<file path="src/rtl/instruction_aligner.sv">
// Instruction aligner: turns a stream of 32-bit fetch words into a stream of
// 16-bit (compressed) and 32-bit instructions. A halfword buffer carries the
// upper half of a word across fetches so 32-bit instructions may straddle
// a word boundary. A single output register presents one instruction at a time.
module instruction_aligner #(
  parameter logic [31:0] RESET_PC = 32'h0000_0000
) (
  input  logic        clk,
  input  logic        reset,
  input  logic        flush,
  input  logic [31:0] redirect_pc,
  input  logic        fetch_valid,
  output logic        fetch_ready,
  input  logic [31:0] fetch_data,
  input  logic [31:0] fetch_pc,
  output logic        inst_valid,
  input  logic        inst_ready,
  output logic [31:0] inst_data,
  output logic [31:0] inst_pc,
  output logic        inst_compressed
);

  localparam logic [31:0] PC_INIT = RESET_PC & ~32'd1;

  logic [31:0] pc;
  logic [15:0] hbuf;
  logic        hvalid;
  logic        skip_low;

  logic        advance;
  logic        hbuf_is_c;
  logic        low_is_c;
  logic        rule_a;
  logic        rule_b;
  logic        rule_c;
  logic        rule_d;
  logic        rule_e;
  logic        emit;
  logic        emit_c;
  logic [31:0] emit_data;
  logic        load_hbuf;
  logic [31:0] exp_word_addr;

  // Candidate selection: which alignment rule fires this cycle (flush wins).
  always_comb begin
    advance   = !inst_valid || inst_ready;
    hbuf_is_c = (hbuf[1:0] != 2'b11);
    low_is_c  = (fetch_data[1:0] != 2'b11);

    rule_a = !flush && hvalid && hbuf_is_c && advance;
    rule_b = !flush && hvalid && !hbuf_is_c && fetch_valid && advance;
    // Skipping the low half of a redirect target word emits nothing, so it
    // does not need the output register and proceeds even under backpressure.
    rule_c = !flush && !hvalid && skip_low && fetch_valid;
    rule_d = !flush && !hvalid && !skip_low && fetch_valid && low_is_c && advance;
    rule_e = !flush && !hvalid && !skip_low && fetch_valid && !low_is_c && advance;

    emit      = rule_a || rule_b || rule_d || rule_e;
    emit_c    = rule_a || rule_d;
    load_hbuf = rule_b || rule_c || rule_d;

    emit_data = fetch_data;
    if (rule_a) begin
      emit_data = {16'h0000, hbuf};
    end else if (rule_b) begin
      emit_data = {fetch_data[15:0], hbuf};
    end else if (rule_d) begin
      emit_data = {16'h0000, fetch_data[15:0]};
    end

    fetch_ready = !reset && (rule_b || rule_c || rule_d || rule_e);
  end

  // With a buffered upper half, the next word needed starts right after it.
  assign exp_word_addr = hvalid ? ((pc + 32'd2) & ~32'd3) : (pc & ~32'd3);

  // Alignment state: program counter, halfword buffer and redirect skip flag.
  always_ff @(posedge clk or posedge reset) begin
    if (reset) begin
      pc       <= PC_INIT;
      hbuf     <= 16'h0000;
      hvalid   <= 1'b0;
      skip_low <= RESET_PC[1];
    end else if (flush) begin
      pc       <= redirect_pc & ~32'd1;
      hvalid   <= 1'b0;
      skip_low <= redirect_pc[1];
    end else begin
      if (emit) begin
        pc <= pc + (emit_c ? 32'd2 : 32'd4);
      end
      if (load_hbuf) begin
        hbuf   <= fetch_data[31:16];
        hvalid <= 1'b1;
      end else if (rule_a) begin
        hvalid <= 1'b0;
      end
      if (rule_c) begin
        skip_low <= 1'b0;
      end
    end
  end

  // Output register: loads on emit, drains when accepted, holds under stall.
  always_ff @(posedge clk or posedge reset) begin
    if (reset) begin
      inst_valid      <= 1'b0;
      inst_data       <= 32'h0000_0000;
      inst_pc         <= 32'h0000_0000;
      inst_compressed <= 1'b0;
    end else if (flush) begin
      inst_valid <= 1'b0;
    end else if (emit) begin
      inst_valid      <= 1'b1;
      inst_data       <= emit_data;
      inst_pc         <= pc;
      inst_compressed <= emit_c;
    end else if (advance) begin
      inst_valid <= 1'b0;
    end
  end

  // Upstream must deliver the word that continues the current alignment.
  a_fetch_pc: assert property (@(posedge clk) disable iff (reset)
    fetch_ready |-> (fetch_pc == exp_word_addr));

endmodule
</file>
<file path="config.mk">
export PLATFORM = sky130hd
export DESIGN_NAME = instruction_aligner
export DESIGN_NICKNAME = d
export VERILOG_FILES = /design/src/rtl/instruction_aligner.sv
export SDC_FILE = /design/constraint.sdc
export NUM_CORES = 1
export LEC_CHECK = 0
export ABC_AREA = 1
export BUFFER_PORTS_ARGS = -buffer_cell sky130_fd_sc_hd__buf_4
export CAP_MARGIN = 20
export CORE_ASPECT_RATIO = 1.25
export CORE_MARGIN = 1
export CORE_UTILIZATION = 47
export CTS_CLUSTER_SIZE = 28
export DETAILED_ROUTE_END_ITERATION = 8
export GPL_ROUTABILITY_DRIVEN = 0
export GPL_TIMING_DRIVEN = 1
export PLACE_DENSITY = 0.76
export REMOVE_ABC_BUFFERS = 1
export SLEW_MARGIN = 20
export SYNTH_ARGS = -nofsm -noshare
export SYNTH_HDL_FRONTEND = slang
export SYNTH_SLANG_ARGS = --single-unit
</file>
<file path="constraint.sdc">
create_clock -name clk -period 3.05 [get_ports clk]
set_input_delay 0.305 -clock clk [delete_from_list [all_inputs] [get_ports clk]]
set_output_delay 0.305 -clock clk [all_outputs]
set_load 0.05 [all_outputs]
</file>
---- Word-level counts from Yosys, hierarchy flattened ----
Cells that the tools add are included.
word-level totals
  register bits ........................... 116
  output and inout port bits .............. 67
  input port bits ......................... 101
cells by class
  eq/ne operators ......................... 2
  reduce and logical (&&, ||, !) cells .... 37
  mux-type cells .......................... 14
  bitwise operators ....................... 1
  add/sub/neg operators ................... 1
operator list
  cell                  number
  $mux W32              5
  $add A32 B3 Y32       1
  $logic_and A1 B1 Y1   16
  $logic_or A1 B1 Y1    8
  $mux W1               8
  $logic_not A1 Y1      7
  $reduce_bool A3 Y1    2
  $ne A2 B2 Y1 const B  2
  $reduce_and A2 Y1     2
  $reduce_bool A2 Y1    2
  $mux W3               1
  $not A1 Y1            1

---- Logic depth before layout (Yosys ltp) ----
  word-level depth ........................ 11
  mapped depth ............................ 18

---- Least setup slack after synthesis ----
OpenSTA, ideal clock, no wires.
  path kind ............................... register to output
  start point ............................. reg inst_valid
  end point ............................... out fetch_ready
  data arrival time ....................... 2.114 ns
  cell stages (with the launch flop) ...... 7
  buffers on the path ..................... 1
  path slack .............................. 0.631 ns
  required time ........................... 2.745 ns
  cells stage by stage .................... dfrtp_1 > nand2_1 > nand3_1 > nand2_1 > nor2_2 > buf_2 > a21oi_1
between the ends
  cells in the longest elaborated chain, start to end .. 7
RTL lines
  element                           RTL line  RTL
  from (decl)                       16        output logic inst_valid,
  from (signal assigned)            107       inst_valid <= 1'b0;
  from (signal assigned)            112       inst_valid <= 1'b0;
  from (signal assigned)            114       inst_valid <= 1'b1;
  $logic_not A1 Y1 (*)              46        advance = !inst_valid || inst_ready;
  $logic_or A1 B1 Y1 (*)            46
  $logic_and A1 B1 Y1               51        rule_b = !flush && hvalid && !hbuf_is_c && fetch_valid && advance;
  $logic_or A1 B1 Y1 (2 in series)  71        fetch_ready = !reset && (rule_b || rule_c || rule_d || rule_e);
  $logic_or A1 B1 Y1 (*)            71
  $logic_and A1 B1 Y1 (*)           71
  to (decl)                         13        output logic fetch_ready,
Mark *: on every way between the ends. The rest lies on a longest branch, timed or not.

---- Worst setup path after layout ----
  start point ............................. reg hvalid
  end point ............................... reg pc[25]
between the ends
  cells in the longest elaborated chain, start to end .. 11
RTL lines
  element                            RTL line  RTL
  from (decl)                        27        logic hvalid;
  from (signal assigned)             82        hvalid <= 1'b0;
  from (signal assigned)             86        hvalid <= 1'b0;
  from (signal assigned)             94        hvalid <= 1'b1;
  $logic_not A1 Y1                   55, 56
  $logic_and A1 B1 Y1 (3 in series)  55, 56
  $logic_and A1 B1 Y1 (2 in series)  55        rule_d = !flush && !hvalid && !skip_low && fetch_valid && low_is_c && advance;
  $logic_or A1 B1 Y1                 59        emit_c = rule_a || rule_d;
  $mux W3                            90        pc <= pc + (emit_c ? 32'd2 : 32'd4);
  $add A32 B3 Y32                    90
  $mux W32                           89        if (emit) begin
  $mux W32                           84        end else if (flush) begin
  to (signal assigned)               85        pc <= redirect_pc & ~32'd1;
  to (signal assigned)               90
  to (decl)                          25        logic [31:0] pc;
Parallel ways exist; a longest one is shown, timed or not. The select of a mux whose other input is x is not followed.
A chain may end at the register's enable or synchronous reset.

==> out/summary.txt <==
via count: 5531
Max-slew headroom: 58.6%
FMAX: 0.421 GHz
# clock sinks: 114
P&R area growth vs syn: 30.0%
post-synthesis register bit count: 114
Static Leak: 3.84 nW
Starting Density: 49.1%
post-synth design cell area: 0.00579 mm2
first-pass GRT wire length: 25.5 mm
IO buf count: 133
sequence of cells on the critical path: inv_1 -> nand2_1 -> nor2_1 -> nand2_2 -> nand2_2 -> ha_1 -> ha_1 -> inv_1 -> nand2_4 -> nand4_1 -> nor2_1 -> nand3_1 -> nand3_1 -> nand3_1
most used cell, CP: nand3_1
I/O Pins: 168
synthesized instance count: 732
Setup-failing EPs final: 0
startpoint types: register
diode count: 0
Pint: 4.40 mW
non-filler cells in the finished layout: 1034
CP required: 3340 ps
Final min period: 2370 ps
Worst Path Arrival: 2660 ps
Skew-Pair Late Insertion Delay: 410 ps
Final WS setup: 676 ps
vias in the first global route: 5505
largest net degree at the start of global routing: 67
CP Class: reg -> reg
status: complete, but fails checks
Worst Reg-to-Reg Cells: 14
Final Max Slew Viols: 0
fraction of registers with async set/reset: 100%
sequential share of power: 31.3%
PwrDens: 1060 mW/mm2
max-cap violation count: 0
Clock Skews: 11.0 ps
cell row count: 44
Core Util, Final: 63.8%
Final Hold Fails: 11
Hold Crit Class: in -> async
DR pass1 iterations: 5
final worst path period share: 77.8%
post-detail-place hpwl: 10.5 mm
core box area: 0.0118 mm2
Combinational Power Share: 43.3%
Slew @ Worst Pin: 621 ps
antenna violations before repair: 0
clock power share: 25.4%
Slowest-stage cell, CP: dfrtp_1
Sw Pwr: 3.56 mW
clk slew on worst S/H paths: 50 ps
CTS Buf Count: 17
Main synth FF type: dfrtp_1
CP max FO: 7
Via density: 5.35
# resized after CTS: 0
nets: 963
Synth Area per Inst: 7.90 um2
Die H: 126 um
Worst path max stage delay: 360 ps
GRT Total Usage: 25.3%
synth unique cells: 38
Routed Wire Length: 15.4 mm
register area share after synthesis: 49.3%
number of synthesis warnings: 0
CTS H-tree lvls: 4
Final ANT Viol Nets: 0
unrepaired setup endpoints after global routing: no
cts hold-fix bufs: 0
chip width: 101 um
DRC errors left: 0
CP Capture Type: register
GRT overflow: 0
Clock Path Buffers: 2
pre-CTS setup slack: 573 ps
Post-CTS Setup Inserts: 0
Max IR drop VDD: 0.000609 V
root buf cell: clkbuf_16
final hold slack: -9.38 ps
CTS tree: yes
number of flops mapped to enable cells by yosys: 0
placed cell count: 1002
Initial DRC Count: 305
failing checks: negative hold slack
layout cells sized above 1: 23.3%
die footprint: 0.0128 mm2
Net Sw Frac: 44.7%
per-cell routed wire length: 14.9 um
cells in the mapped netlist, types with 5 or more instances:
master      n  share of area [%]
nor2_4      7                1.4
nor3_1      8               0.69
dfrtp_1   114                 49
nand3_1    88                7.6
nor2_1     59                3.8
buf_2      16                1.4
a21oi_1     5               0.43
o21ai_0    59                5.1
clkbuf_1   17                1.1
a22oi_1    17                2.2
inv_1      61                4.0
inv_2       5               0.32
nand2_1   214                 14
o211ai_1    9                1.2
nand4_1    13                1.4
state kept, by name, summed over array words and instances (netlist names):
name             flops
inst_compressed      1
skip_low             1
inst_pc             31
hvalid               1
inst_data           32
pc                  31
inst_valid           1
hbuf                16
cell families (layout without fill, tap and decap cells):
family,after synthesis,count (layout),share of synthesized area [%]
buf+inv,104,245,7.53
other cells,1,1,0.0648
simple gates,408,408,32.1
compound gates,101,101,10.3
flops,114,114,49.3
xor+xnor,2,2,0.303
fa+ha+maj,2,2,0.432
worst max-delay path: cells and delay by family (launching register included):
family | cells | cell delay, ps
buffers and inverters | 2 | 170
and+or+nand+nor | 10 | 1390
DFF | 1 | 360
adders and majority gates | 2 | 340
layer usage:
metal	vias to the layer above	GRT usage [%]	share of wire (%)
met2	249	43.0	50
met4	0	9.12	1.5
met3	25	7.27	8.5
li1	2662	-	-
met5	-	0	0
met1	2595	30.4	40
path summary, 6_finish.rpt:
kind                                startpoint             to  slack, ps
worst max-delay path                    hvalid         pc[25]        680
worst min-delay path                     reset  inst_data[16]         -9
worst max register to register          hvalid         pc[25]        680
worst min register to register         hbuf[4]        hbuf[4]        470
max in group asynchronous                reset         pc[10]       2290
min in group clk                fetch_data[28]       hbuf[12]        100
per-stage QoR:
stage / power (mW) / setup TNS (ps) / hold WS (ps) / cell area [um2]
2_1_floorplan: 4.81 / -80690 / 368 / 5600
3_3_place_gp: 5.88 / 0 / 441 / 6920
3_5_place_dp: 5.95 / 0 / 448 / 6920
4_1_cts: 7.99 / 0 / 15.1 / 7520
5_1_grt: 8.35 / 0 / 29.8 / 7520
6_report: 7.96 / 0 / -9.38 / 7520
placed cells by master (no fill, tap or decap), types with 7 or more instances in the layout:
master and count:
o21ai_0 59, nor2_1 59, o211ai_1 9, nand3_1 88
nor2_4 7, nand4_1 13, a22oi_1 17, nor3_1 8
inv_1 60, clkbuf_16 17, dfrtp_1 114, buf_4 145
nand2_1 214
area by class of cell:
class | instances | area [um2]
tap | 161 | 201
timing repair buffer | 146 | 1110
sequential | 114 | 2850
clock inverter | 12 | 159
multi-input combinational | 514 | 2500
inverter | 67 | 256
clock buffer | 20 | 447
fill | 1045 | 4260
power by group through the flow:
| stage | sequential, mW | clock [mW] | combinational (mW) |
|---|---|---|---|
| floorplan | 3.91 | 0 | 0.899 |
| global placement | 2.47 | 0 | 3.41 |
| detailed placement | 2.50 | 0 | 3.45 |
| CTS | 2.49 | 2.04 | 3.47 |
| global route | 2.56 | 2.10 | 3.68 |
| finish | 2.49 | 2.02 | 3.45 |
(Power assumes the default switching activity.)
